==> src/rtl/eth_frame_build.sv <==
// Builds an Ethernet/IPv4/UDP frame (no FCS) into the TX frame RAM from a word-aligned
// payload buffer, using the nibble-swapped stored-word format the RX parser consumes.
module eth_frame_build #(
  parameter logic [47:0] DST_MAC  = 48'hFFFFFFFFFFFF,
  parameter logic [47:0] SRC_MAC  = 48'h02_00_00_00_00_01,
  parameter logic [31:0] SRC_IP   = 32'hC0A8010A,
  parameter logic [31:0] DST_IP   = 32'hC0A80101,
  parameter logic [15:0] SRC_PORT = 16'd5000,
  parameter logic [15:0] DST_PORT = 16'd5001,
  parameter logic [7:0]  TTL      = 8'd64
) (
  input  logic        clk,
  input  logic        rst,
  input  logic        start,
  input  logic [7:0]  payload_words,
  output logic [9:0]  rd_addr,
  input  logic [31:0] rd_data,
  output logic [31:0] wr_data,
  output logic [9:0]  wr_addr,
  output logic        wr_ena,
  output logic [9:0]  last_addr,
  output logic        busy,
  output logic        done
);

  typedef enum logic [2:0] {
    S_IDLE, S_CKSUM, S_HDR, S_PAYLOAD, S_FLUSH, S_DONE
  } state_t;

  state_t      state_q;
  logic [7:0]  n_q;
  logic [15:0] id_q;
  logic [19:0] sum_q;
  logic [15:0] cksum_q;
  logic        step_q;
  logic [9:0]  cnt_q;
  logic [15:0] held_q;
  logic [9:0]  rd_addr_q;
  logic [31:0] wr_data_q;
  logic [9:0]  wr_addr_q;
  logic        wr_ena_q;
  logic [9:0]  last_addr_q;
  logic        busy_q;
  logic        done_q;

  logic [15:0]  tot_len;
  logic [15:0]  udp_len;
  logic [19:0]  sum_d;
  logic [16:0]  fold1;
  logic [15:0]  fold2;
  logic [15:0]  cksum_d;
  logic [383:0] hdr_bits;
  logic [31:0]  hdr_w [16];
  logic [31:0]  pay_word_d;
  logic [15:0]  held_d;
  logic         rd_adv;
  logic [9:0]   last_pay;

  function automatic logic [7:0] nib(input logic [7:0] b);
    return {b[3:0], b[7:4]};
  endfunction

  // Big-endian 4-byte chunk (first wire byte in [31:24]) -> stored word.
  function automatic logic [31:0] swap_word(input logic [31:0] c);
    return {nib(c[7:0]), nib(c[15:8]), nib(c[23:16]), nib(c[31:24])};
  endfunction

  always_comb begin
    tot_len = 16'd28 + {6'd0, n_q, 2'd0};
    udp_len = 16'd8 + {6'd0, n_q, 2'd0};
    sum_d   = 20'(16'h4500) + 20'(tot_len) + 20'(id_q) + 20'(16'h4000)
            + 20'({TTL, 8'h11})
            + 20'(SRC_IP[31:16]) + 20'(SRC_IP[15:0])
            + 20'(DST_IP[31:16]) + 20'(DST_IP[15:0]);
    // Two folds suffice: a 20-bit sum folds to at most 0x1000E, whose fold cannot carry.
    fold1   = {1'b0, sum_q[15:0]} + {13'd0, sum_q[19:16]};
    fold2   = fold1[15:0] + {15'd0, fold1[16]};
    cksum_d = ~fold2;

    hdr_bits = {64'h55555555555555D5, DST_MAC, SRC_MAC, 16'h0800,
                16'h4500, tot_len, id_q, 16'h4000, TTL, 8'h11, cksum_q,
                SRC_IP, DST_IP,
                SRC_PORT, DST_PORT, udp_len};
    for (int unsigned i = 0; i < 16; i++) hdr_w[i] = '0;
    for (int unsigned i = 0; i < 12; i++) hdr_w[i] = swap_word(hdr_bits[383 - 32*i -: 32]);

    // Header ends 2 bytes into a word, so each payload word straddles two frame words.
    pay_word_d = {nib(rd_data[15:8]), nib(rd_data[7:0]), held_q};
    held_d     = {nib(rd_data[31:24]), nib(rd_data[23:16])};
    rd_adv     = (rd_addr_q + 10'd1) < {2'b0, n_q};
    last_pay   = {2'b0, n_q} + 10'd11;
  end

  always_ff @(posedge clk) begin
    if (rst) begin
      state_q     <= S_IDLE;
      n_q         <= '0;
      id_q        <= '0;
      sum_q       <= '0;
      cksum_q     <= '0;
      step_q      <= 1'b0;
      cnt_q       <= '0;
      held_q      <= '0;
      rd_addr_q   <= '0;
      wr_data_q   <= '0;
      wr_addr_q   <= '0;
      wr_ena_q    <= 1'b0;
      last_addr_q <= '0;
      busy_q      <= 1'b0;
      done_q      <= 1'b0;
    end else begin
      done_q <= 1'b0;
      case (state_q)
        S_IDLE: begin
          wr_ena_q <= 1'b0;
          if (start && !done_q) begin
            n_q       <= payload_words;
            busy_q    <= 1'b1;
            step_q    <= 1'b0;
            cnt_q     <= '0;
            held_q    <= '0;
            rd_addr_q <= '0;
            state_q   <= S_CKSUM;
          end
        end
        S_CKSUM: begin
          if (!step_q) begin
            sum_q  <= sum_d;
            step_q <= 1'b1;
          end else begin
            cksum_q <= cksum_d;
            state_q <= S_HDR;
          end
        end
        S_HDR: begin
          wr_data_q <= hdr_w[cnt_q[3:0]];
          wr_addr_q <= cnt_q;
          wr_ena_q  <= 1'b1;
          cnt_q     <= cnt_q + 10'd1;
          if (cnt_q == 10'd11) begin
            if (rd_adv) rd_addr_q <= rd_addr_q + 10'd1;
            state_q <= (n_q == 8'd0) ? S_FLUSH : S_PAYLOAD;
          end
        end
        S_PAYLOAD: begin
          wr_data_q <= pay_word_d;
          wr_addr_q <= cnt_q;
          wr_ena_q  <= 1'b1;
          held_q    <= held_d;
          cnt_q     <= cnt_q + 10'd1;
          if (rd_adv) rd_addr_q <= rd_addr_q + 10'd1;
          if (cnt_q == last_pay) state_q <= S_FLUSH;
        end
        S_FLUSH: begin
          wr_data_q <= {16'h0000, held_q};
          wr_addr_q <= cnt_q;
          wr_ena_q  <= 1'b1;
          state_q   <= S_DONE;
        end
        S_DONE: begin
          wr_ena_q    <= 1'b0;
          last_addr_q <= cnt_q;
          done_q      <= 1'b1;
          busy_q      <= 1'b0;
          id_q        <= id_q + 16'd1;
          state_q     <= S_IDLE;
        end
        default: state_q <= S_IDLE;
      endcase
    end
  end

  assign rd_addr   = rd_addr_q;
  assign wr_data   = wr_data_q;
  assign wr_addr   = wr_addr_q;
  assign wr_ena    = wr_ena_q;
  assign last_addr = last_addr_q;
  assign busy      = busy_q;
  assign done      = done_q;

endmodule

==> config.mk <==
export PLATFORM = sky130hd
export DESIGN_NAME = eth_frame_build
export DESIGN_NICKNAME = d
export VERILOG_FILES = /design/src/rtl/eth_frame_build.sv
export SDC_FILE = /design/constraint.sdc
export NUM_CORES = 1
export LEC_CHECK = 0
export ABC_AREA = 1
export ABC_CLOCK_PERIOD_IN_PS = 8200
export BUFFER_PORTS_ARGS = -buffer_cell sky130_fd_sc_hd__buf_2
export CAP_MARGIN = 20
export CORE_MARGIN = 2
export CORE_UTILIZATION = 40
export DETAILED_ROUTE_END_ITERATION = 8
export SLEW_MARGIN = 10
export SYNTH_ARGS = -nofsm -noshare
export SYNTH_HDL_FRONTEND = slang
export SYNTH_SLANG_ARGS = --single-unit
==> constraint.sdc <==
create_clock -name clk -period 8.2 [get_ports clk]
set_input_delay 0.41 -clock clk [delete_from_list [all_inputs] [get_ports clk]]
set_output_delay 0.41 -clock clk [all_outputs]
set_load 0.005 [all_outputs]
==> metrics.json, run 1 <==
{
  "run_status": {
    "status": "finished, final reports clean"
  },
  "worst_setup_path": {
    "critical-path-max-stage-delay_ns": 0.49,
    "worstPathMaxFanout": 6,
    "worst-r2r-cell-count": 19,
    "rr_endpoint": "sum_q[13]",
    "setup.reg_to_reg.worst_slack_ns": 4.89,
    "crit_arrival_ns": 3.64,
    "worstPathRequired_ns": 8.53,
    "critPathSlowestCell": "sky130_fd_sc_hd__dfxtp_1",
    "endpoint_kind": "flip-flop",
    "cp-start-kind": "flip-flop",
    "worst-setup-path-type": "reg -> reg",
    "worstPathCellList": "inv_1 -> ha_1 -> nand2_1 -> inv_1 -> nor2_1 -> nand2_1 -> xor2_1 -> inv_1 -> ha_1 -> ha_1 -> a21oi_1 -> a21boi_0 -> o21ai_0 -> nand3_1 -> nand2_1 -> nand2_1 -> nand3_1 -> nand2_1 -> inv_1",
    "timing.critical_path.mode_cell": "sky130_fd_sc_hd__nand2_1",
    "rr_startpoint": "n_q[0]"
  },
  "synthesis": {
    "synth.avg_cell_area_um2": 6.72,
    "synth-compound-area-share": 0.196,
    "synth_seq_cells": 153,
    "most_area_hungry_cell_type_in_the_yosys_netlist": "sky130_fd_sc_hd__dfxtp_1",
    "postSynth.asyncResetShare": 0,
    "synth-adder-area-share": 0.0689,
    "synth_xor_xnor_area_share": 0.0245,
    "yosysSeqAreaShare": 0.343,
    "synth_largest_type_area_fraction": 0.343,
    "main_combinational_cell_family_by_area_after_synthesis": "simple AND/OR/NAND/NOR gates",
    "synth_cells": 1330,
    "yosysWarningCount": 0,
    "number_of_flops_mapped_to_enable_cells_by_yosys": 0,
    "ys_types": 45,
    "post_synthesis_cell_area_um2": 8930,
    "top_reg_cell_synth": "sky130_fd_sc_hd__dfxtp_1",
    "post_synthesis_share_of_cell_area_spent_on_and_or_nand_and_nor_gates": 0.270,
    "post_synth_mux_area_share": 0,
    "synthTopCellsByArea": "sky130_fd_sc_hd__dfxtp_1 (34%), sky130_fd_sc_hd__nand2_1 (12%), sky130_fd_sc_hd__o21ai_0 (7.6%), sky130_fd_sc_hd__inv_1 (6.8%), sky130_fd_sc_hd__ha_1 (6.4%)",
    "synth_net_count": 1421
  },
  "routing": {
    "avgRoutedWirePerCell_um": 16.4,
    "postRouteAntennaNets": 0,
    "post-route-drc-count": 0,
    "drt_iter0_markers": 734,
    "via_per_inst": 5.31,
    "drt-pass1-iter-count": 5,
    "routed-via-count": 9044,
    "wirelength_mm": 27.9
  },
  "final_layout": {
    "synth_to_final_area_change_pct": 14.6,
    "mostFrequentLayoutCell": "sky130_fd_sc_hd__nand2_1",
    "final_net_count": 1501,
    "final_cell_mix": "sky130_fd_sc_hd__nand2_1 (273), sky130_fd_sc_hd__inv_1 (162), sky130_fd_sc_hd__dfxtp_1 (153), sky130_fd_sc_hd__o21ai_0 (135), sky130_fd_sc_hd__nor2_1 (125)",
    "drive_gt1_frac": 0.131
  },
  "pwr": {
    "p_leak_uw": 0.00465,
    "power.combinational.fraction": 0.416,
    "switching_power_uw": 1410,
    "share_seq_of_total_power": 0.334,
    "power_uw": 3200,
    "worst_ir_drop_vdd_mv": 0.152,
    "power.density_cell_area_nw_per_um2": 313,
    "sw_frac_of_total": 0.440,
    "p_int_uw": 1800,
    "clock_share_of_power": 0.250
  },
  "clock_network": {
    "cts_max_level": 4,
    "cts_made_buffers": 17,
    "cts_tree": "built",
    "cts.root.buffer_cell": "sky130_fd_sc_hd__clkbuf_16",
    "post_cts_hold_buffer_count": 0,
    "clkLatencyLatePin_ns": 0.44,
    "postCtsSetupBuffers": 0,
    "cts_resized": 0,
    "clk_pin_slew_ns": 0.07,
    "cts_num_sinks": 153,
    "clk_path_buf_depth": 2
  },
  "grt": {
    "grt_max_degree": 77,
    "first_global_vias": 8273,
    "globalRouteOverflowTotal": 0,
    "grt_first_pass_wirelength_mm": 44.5,
    "groute.usage.overall": 0.237,
    "antenna_found_initial": 1
  },
  "timing": {
    "worstMarginPinSlew_ns": 0.901,
    "achievable-frequency_mhz": 302,
    "hold_violations": 0,
    "finalWorstPathRequiredPeriod_ns": 3.31,
    "skew_ns": 0.0171,
    "max-slew-margin-rel": 0.397,
    "unrepaired_setup_endpoints_after_global_routing": "no",
    "hold_slack_ns": 0.217,
    "setup_viol_count_final": 0,
    "totalNegativeSetupSlack_ns": 0,
    "timing.final.crit_share": 0.404,
    "report.final.slew_viol_count": 0
  },
  "place": {
    "gpl.final_weighted_congestion": 0.974,
    "buffers_added_on_ports": 107,
    "hpwl_mm": 20.7
  },
  "floorplan": {
    "initial_core_util": 0.408,
    "placeableCoreArea_um2": 21900,
    "placement_rows": 54,
    "dieHeight_um": 153,
    "ioPinCount": 108,
    "design.die.area_um2": 23500,
    "die_span_in_x_um": 153
  },
  "worst_hold_path": {
    "timing.hold.worst.class": "in -> reg",
    "hold_end": "held_q[3]",
    "hold_path_startpoint": "rd_data[23]",
    "hold_crit_depth": 3
  },
  "run": {
    "max-cap-violations": 0
  }
}
## critical path, delay by kind of cell (launching register included)
kind / cells / cell delay, ns
adder cells (fa/ha/maj): 3 / 0.87
AND/OR/NAND/NOR: 8 / 0.66
AO/OA/AOI/OAI: 3 / 0.65
buffers and inverters: 4 / 0.33
flip-flops: 1 / 0.49
XOR/XNOR: 1 / 0.22
## logic make-up after synthesis
logic type	after synthesis
AOI/OAI and AO/OA	318
adders and majority gates	48
DFF	153
xor gates and xnor gates	25
buffers and inverters	227
and+or+nand+nor	559
## stage by stage
| step | cell area (µm²) | utilization | cells | worst slack, ns |
|---|---|---|---|---|
| 6_report | 10200 | 0.467 | 1704 | 4.89 |
| 5_1_grt | 10200 | 0.467 | 1703 | 4.61 |
| 4_1_cts | 10200 | 0.467 | 1703 | 4.94 |
| 3_5_place_dp | 9650 | 0.441 | 1671 | 4.95 |
| 3_3_place_gp | 9650 | 0.441 | 1671 | 5.08 |
| 2_1_floorplan | 8930 | - | 1330 | 5.38 |
## cells in the mapped netlist, drive strengths merged, types with 5 or more instances
cell,instances
nand2,281
o21ai,139
a21oi,114
clkbuf,39
inv,170
nor2,142
nor3,15
o211ai,5
xor2,20
xnor2,5
a31oi,28
dfxtp,153
buf,13
o21bai,5
nand4,18
nand3,95
ha,46
clkinv,5
## worst max-delay path by stage
stage / startpoint / endpoint / slack, ns
3_3_place_gp: n_q[0] / sum_q[13] / 5.08
3_5_place_dp: n_q[0] / sum_q[13] / 4.95
2_1_floorplan: n_q[0] / sum_q[13] / 5.38
5_1_grt: n_q[0] / sum_q[13] / 4.61
6_report: n_q[0] / sum_q[13] / 4.89
4_1_cts: n_q[0] / sum_q[13] / 4.94
## power groups by stage
stage | Clock [µW] | Sequential, µW | Combinational (µW)
after floorplan | 0 | 1040 | 931
after global placement | 0 | 1080 | 1310
after detailed placement | 0 | 1080 | 1320
after CTS | 815 | 1070 | 1330
after global routing | 845 | 1090 | 1510
final | 802 | 1070 | 1330
## final cells by class
cell class | instances | area, µm²
Antenna cell | 1 | 2.50
Clock buffer | 18 | 429
Clock inverter | 14 | 151
Fill cell | 2275 | 11700
Inverter | 175 | 657
Multi-Input combinational cell | 950 | 5000
Sequential cell | 153 | 3060
Tap cell | 280 | 350
Timing Repair Buffer | 113 | 581
## metal layers
layer,global-route usage,vias to the layer above,wire [µm]
li1,-,4561,-
met1,0.335,4116,13500
met2,0.354,322,11800
met3,0.0442,45,1890
met4,0.100,0,808
met5,0,-,0
## flip-flops by register name (all words and copies together), names as in the netlist
signal	flops
rd_addr	10
held_q	16
cksum_q	16
done	1
wr_ena	1
state_q	3
wr_data	32
cnt_q	10
step_q	1
wr_addr	10
id_q	16
n_q	8
sum_q	18
busy	1
last_addr	10
No activity file was read; power rests on OpenSTA's default activity.
==> run 2, diff against run 1 <==
--- a/config.mk
+++ b/config.mk
@@ -6,7 +6,7 @@
 export NUM_CORES = 1
 export LEC_CHECK = 0
 export ABC_AREA = 1
-export ABC_CLOCK_PERIOD_IN_PS = 8200
+export ABC_CLOCK_PERIOD_IN_PS = 3000
 export BUFFER_PORTS_ARGS = -buffer_cell sky130_fd_sc_hd__buf_2
 export CAP_MARGIN = 20
 export CORE_MARGIN = 2
==> constraint.sdc (replaced) <==
create_clock -name clk -period 3 [get_ports clk]
set_input_delay 0.15 -clock clk [delete_from_list [all_inputs] [get_ports clk]]
set_output_delay 0.15 -clock clk [all_outputs]
set_load 0.005 [all_outputs]
==> run 2 against run 1 <==
Sequential cell count did not move. Sequential share of layout area shrank 1.8 points. Register-to-register slack got worse by 4.7 ns. Largest power group unchanged. Non-clock buffer count rose by 68. Largest cell class unchanged. Clock-buffer cell count fell by 1. Critical path type unchanged. Clock skew is 0.0055 ns lower. Sequential power grew to 2.7 times the previous value.
==> metrics.json, run 2 (synthesized netlist as in run 1, its figures left out) <==
{
  "run_status": {
    "status": "finished, final reports clean"
  },
  "place": {
    "buffers_added_on_ports": 107,
    "gpl.final_weighted_congestion": 0.956,
    "worst_case_setup_slack_after_placement_ns": 0.0108,
    "place_inst": 1706,
    "hpwl_mm": 21.4
  },
  "floorplan": {
    "die_span_in_x_um": 153,
    "ioPinCount": 108,
    "initial_core_util": 0.408,
    "placement_rows": 54,
    "design.die.area_um2": 23500,
    "placeableCoreArea_um2": 21900,
    "dieHeight_um": 153
  },
  "timing": {
    "max-slew-margin-rel": 0.601,
    "setup_viol_count_final": 0,
    "worstMarginPinSlew_ns": 0.597,
    "unrepaired_setup_endpoints_after_global_routing": "yes",
    "report.final.slew_viol_count": 0,
    "hold_violations": 0,
    "timing.final.crit_share": 0.932,
    "hold_slack_ns": 0.0145,
    "finalWorstPathRequiredPeriod_ns": 2.80,
    "achievable-frequency_mhz": 358,
    "finalWorstSetupSlack_ns": 0.204,
    "skew_ns": 0.0115,
    "totalNegativeSetupSlack_ns": 0
  },
  "worst_setup_path": {
    "endpoint_kind": "flip-flop",
    "worstPathRequired_ns": 3.32,
    "crit_arrival_ns": 3.12,
    "worstPathMaxFanout": 4,
    "worst-setup-path-type": "reg -> reg",
    "cp-start-kind": "flip-flop"
  },
  "grt": {
    "grt_first_pass_wirelength_mm": 45.7,
    "use_met3": 0.0360,
    "first_global_vias": 8538,
    "globalRouteOverflowTotal": 0,
    "groute.usage.overall": 0.242,
    "busiest_layer": "met2",
    "met2_usage": 0.377,
    "antenna_found_initial": 0,
    "grt_max_degree": 62,
    "global_route.usage.met1": 0.344
  },
  "routing": {
    "avgRoutedWirePerCell_um": 16.2,
    "drt-pass1-iter-count": 5,
    "wirelength_mm": 28.8,
    "postRouteAntennaNets": 0,
    "post-route-drc-count": 0,
    "drt_iter0_markers": 686,
    "routed-via-count": 9192,
    "via_per_inst": 5.19
  },
  "final_layout": {
    "final_cell_utilization_of_the_core": 0.498,
    "num-fill-cells": 2212,
    "final_cell_mix": "sky130_fd_sc_hd__nand2_1 (273), sky130_fd_sc_hd__inv_1 (162), sky130_fd_sc_hd__dfxtp_1 (152), sky130_fd_sc_hd__o21ai_0 (132), sky130_fd_sc_hd__nor2_1 (123)",
    "final_net_count": 1569,
    "drive_gt1_frac": 0.162,
    "fin_cells": 1771,
    "synth_to_final_area_change_pct": 22.1,
    "num_antenna_cells": 0,
    "largest_register_ff_count": 32,
    "mostFrequentLayoutCell": "sky130_fd_sc_hd__nand2_1"
  },
  "clock_network": {
    "cts_num_sinks": 153,
    "postCtsSetupBuffers": 0,
    "cts_made_buffers": 17,
    "cts_max_level": 4,
    "clk_path_buf_depth": 2,
    "cts_tree": "built",
    "clk_pin_slew_ns": 0.06,
    "clkLatencyLatePin_ns": 0.44,
    "cts.root.buffer_cell": "sky130_fd_sc_hd__clkbuf_16"
  },
  "pwr": {
    "worst_ir_drop_vdd_mv": 0.337,
    "p_leak_uw": 0.00496,
    "power.density_cell_area_nw_per_um2": 817
  },
  "run": {
    "max-cap-violations": 0
  },
  "worst_hold_path": {
    "timing.hold.worst.class": "in -> reg"
  }
}
[run 2: where the power goes]
group	switching, µW	internal (µW)
combinational	2570	1430
sequential	357	2510
clock	974	1080
total	3900	5010
[run 2: what timing repair did]
action | in CTS | in global routing
setup endpoints to repair | 1 | 16
cloned | 0 | 0
pin swaps | 0 | 5
endpoints found under the hold margin | 33 | 0
resized for setup | 1 | 25
hold buffers | 33 | 0
[run 2: worst max-delay path, stage by stage, from the launching register on]
cell and delay (ns):
sky130_fd_sc_hd__dfxtp_1 0.34, sky130_fd_sc_hd__inv_1 0.07, sky130_fd_sc_hd__buf_4 0.15, sky130_fd_sc_hd__ha_1 0.19
sky130_fd_sc_hd__nand2_1 0.06, sky130_fd_sc_hd__nand2_1 0.09, sky130_fd_sc_hd__nand2_1 0.11, sky130_fd_sc_hd__xor2_2 0.19
sky130_fd_sc_hd__ha_1 0.26, sky130_fd_sc_hd__ha_1 0.35, sky130_fd_sc_hd__a21oi_1 0.18, sky130_fd_sc_hd__a21boi_2 0.23
sky130_fd_sc_hd__o21ai_1 0.11, sky130_fd_sc_hd__xor2_1 0.15, sky130_fd_sc_hd__o21ai_0 0.15, sky130_fd_sc_hd__inv_1 0.06
[run 2: worst paths after layout]
kind	start	to	slack, ns	cells after the start
max	n_q[1]	sum_q[10]	0.20	15
min reg2reg	busy	busy	0.45	2
min	payload_words[3]	n_q[3]	0.01	3
max reg2reg	n_q[1]	sum_q[10]	0.20	15
[run 2: metrics by stage]
stage,instance area (µm²),total power (µW)
floorplan,8930,5400
global placement,9940,6750
detailed placement,9940,6770
CTS,10800,8880
global route,10900,9580
finish,10900,8910
[run 2: cell type report]
class / count / area [µm²] / share of cell area
clock buffer: 17 / 425 / 0.0390
clock inverter: 15 / 119 / 0.0109
inverter: 175 / 657 / 0.0602
multi-input combinational: 950 / 5090 / 0.467
sequential: 153 / 3060 / 0.281
tap: 280 / 350 / 0.0321
timing repair buffer: 181 / 1200 / 0.110
[run 2: per-layer routing]
metal  share of wire  vias up
li1                -     4699
met1            0.49     4142
met2            0.43      306
met3           0.054       45
met4           0.024        0
met5               0        -
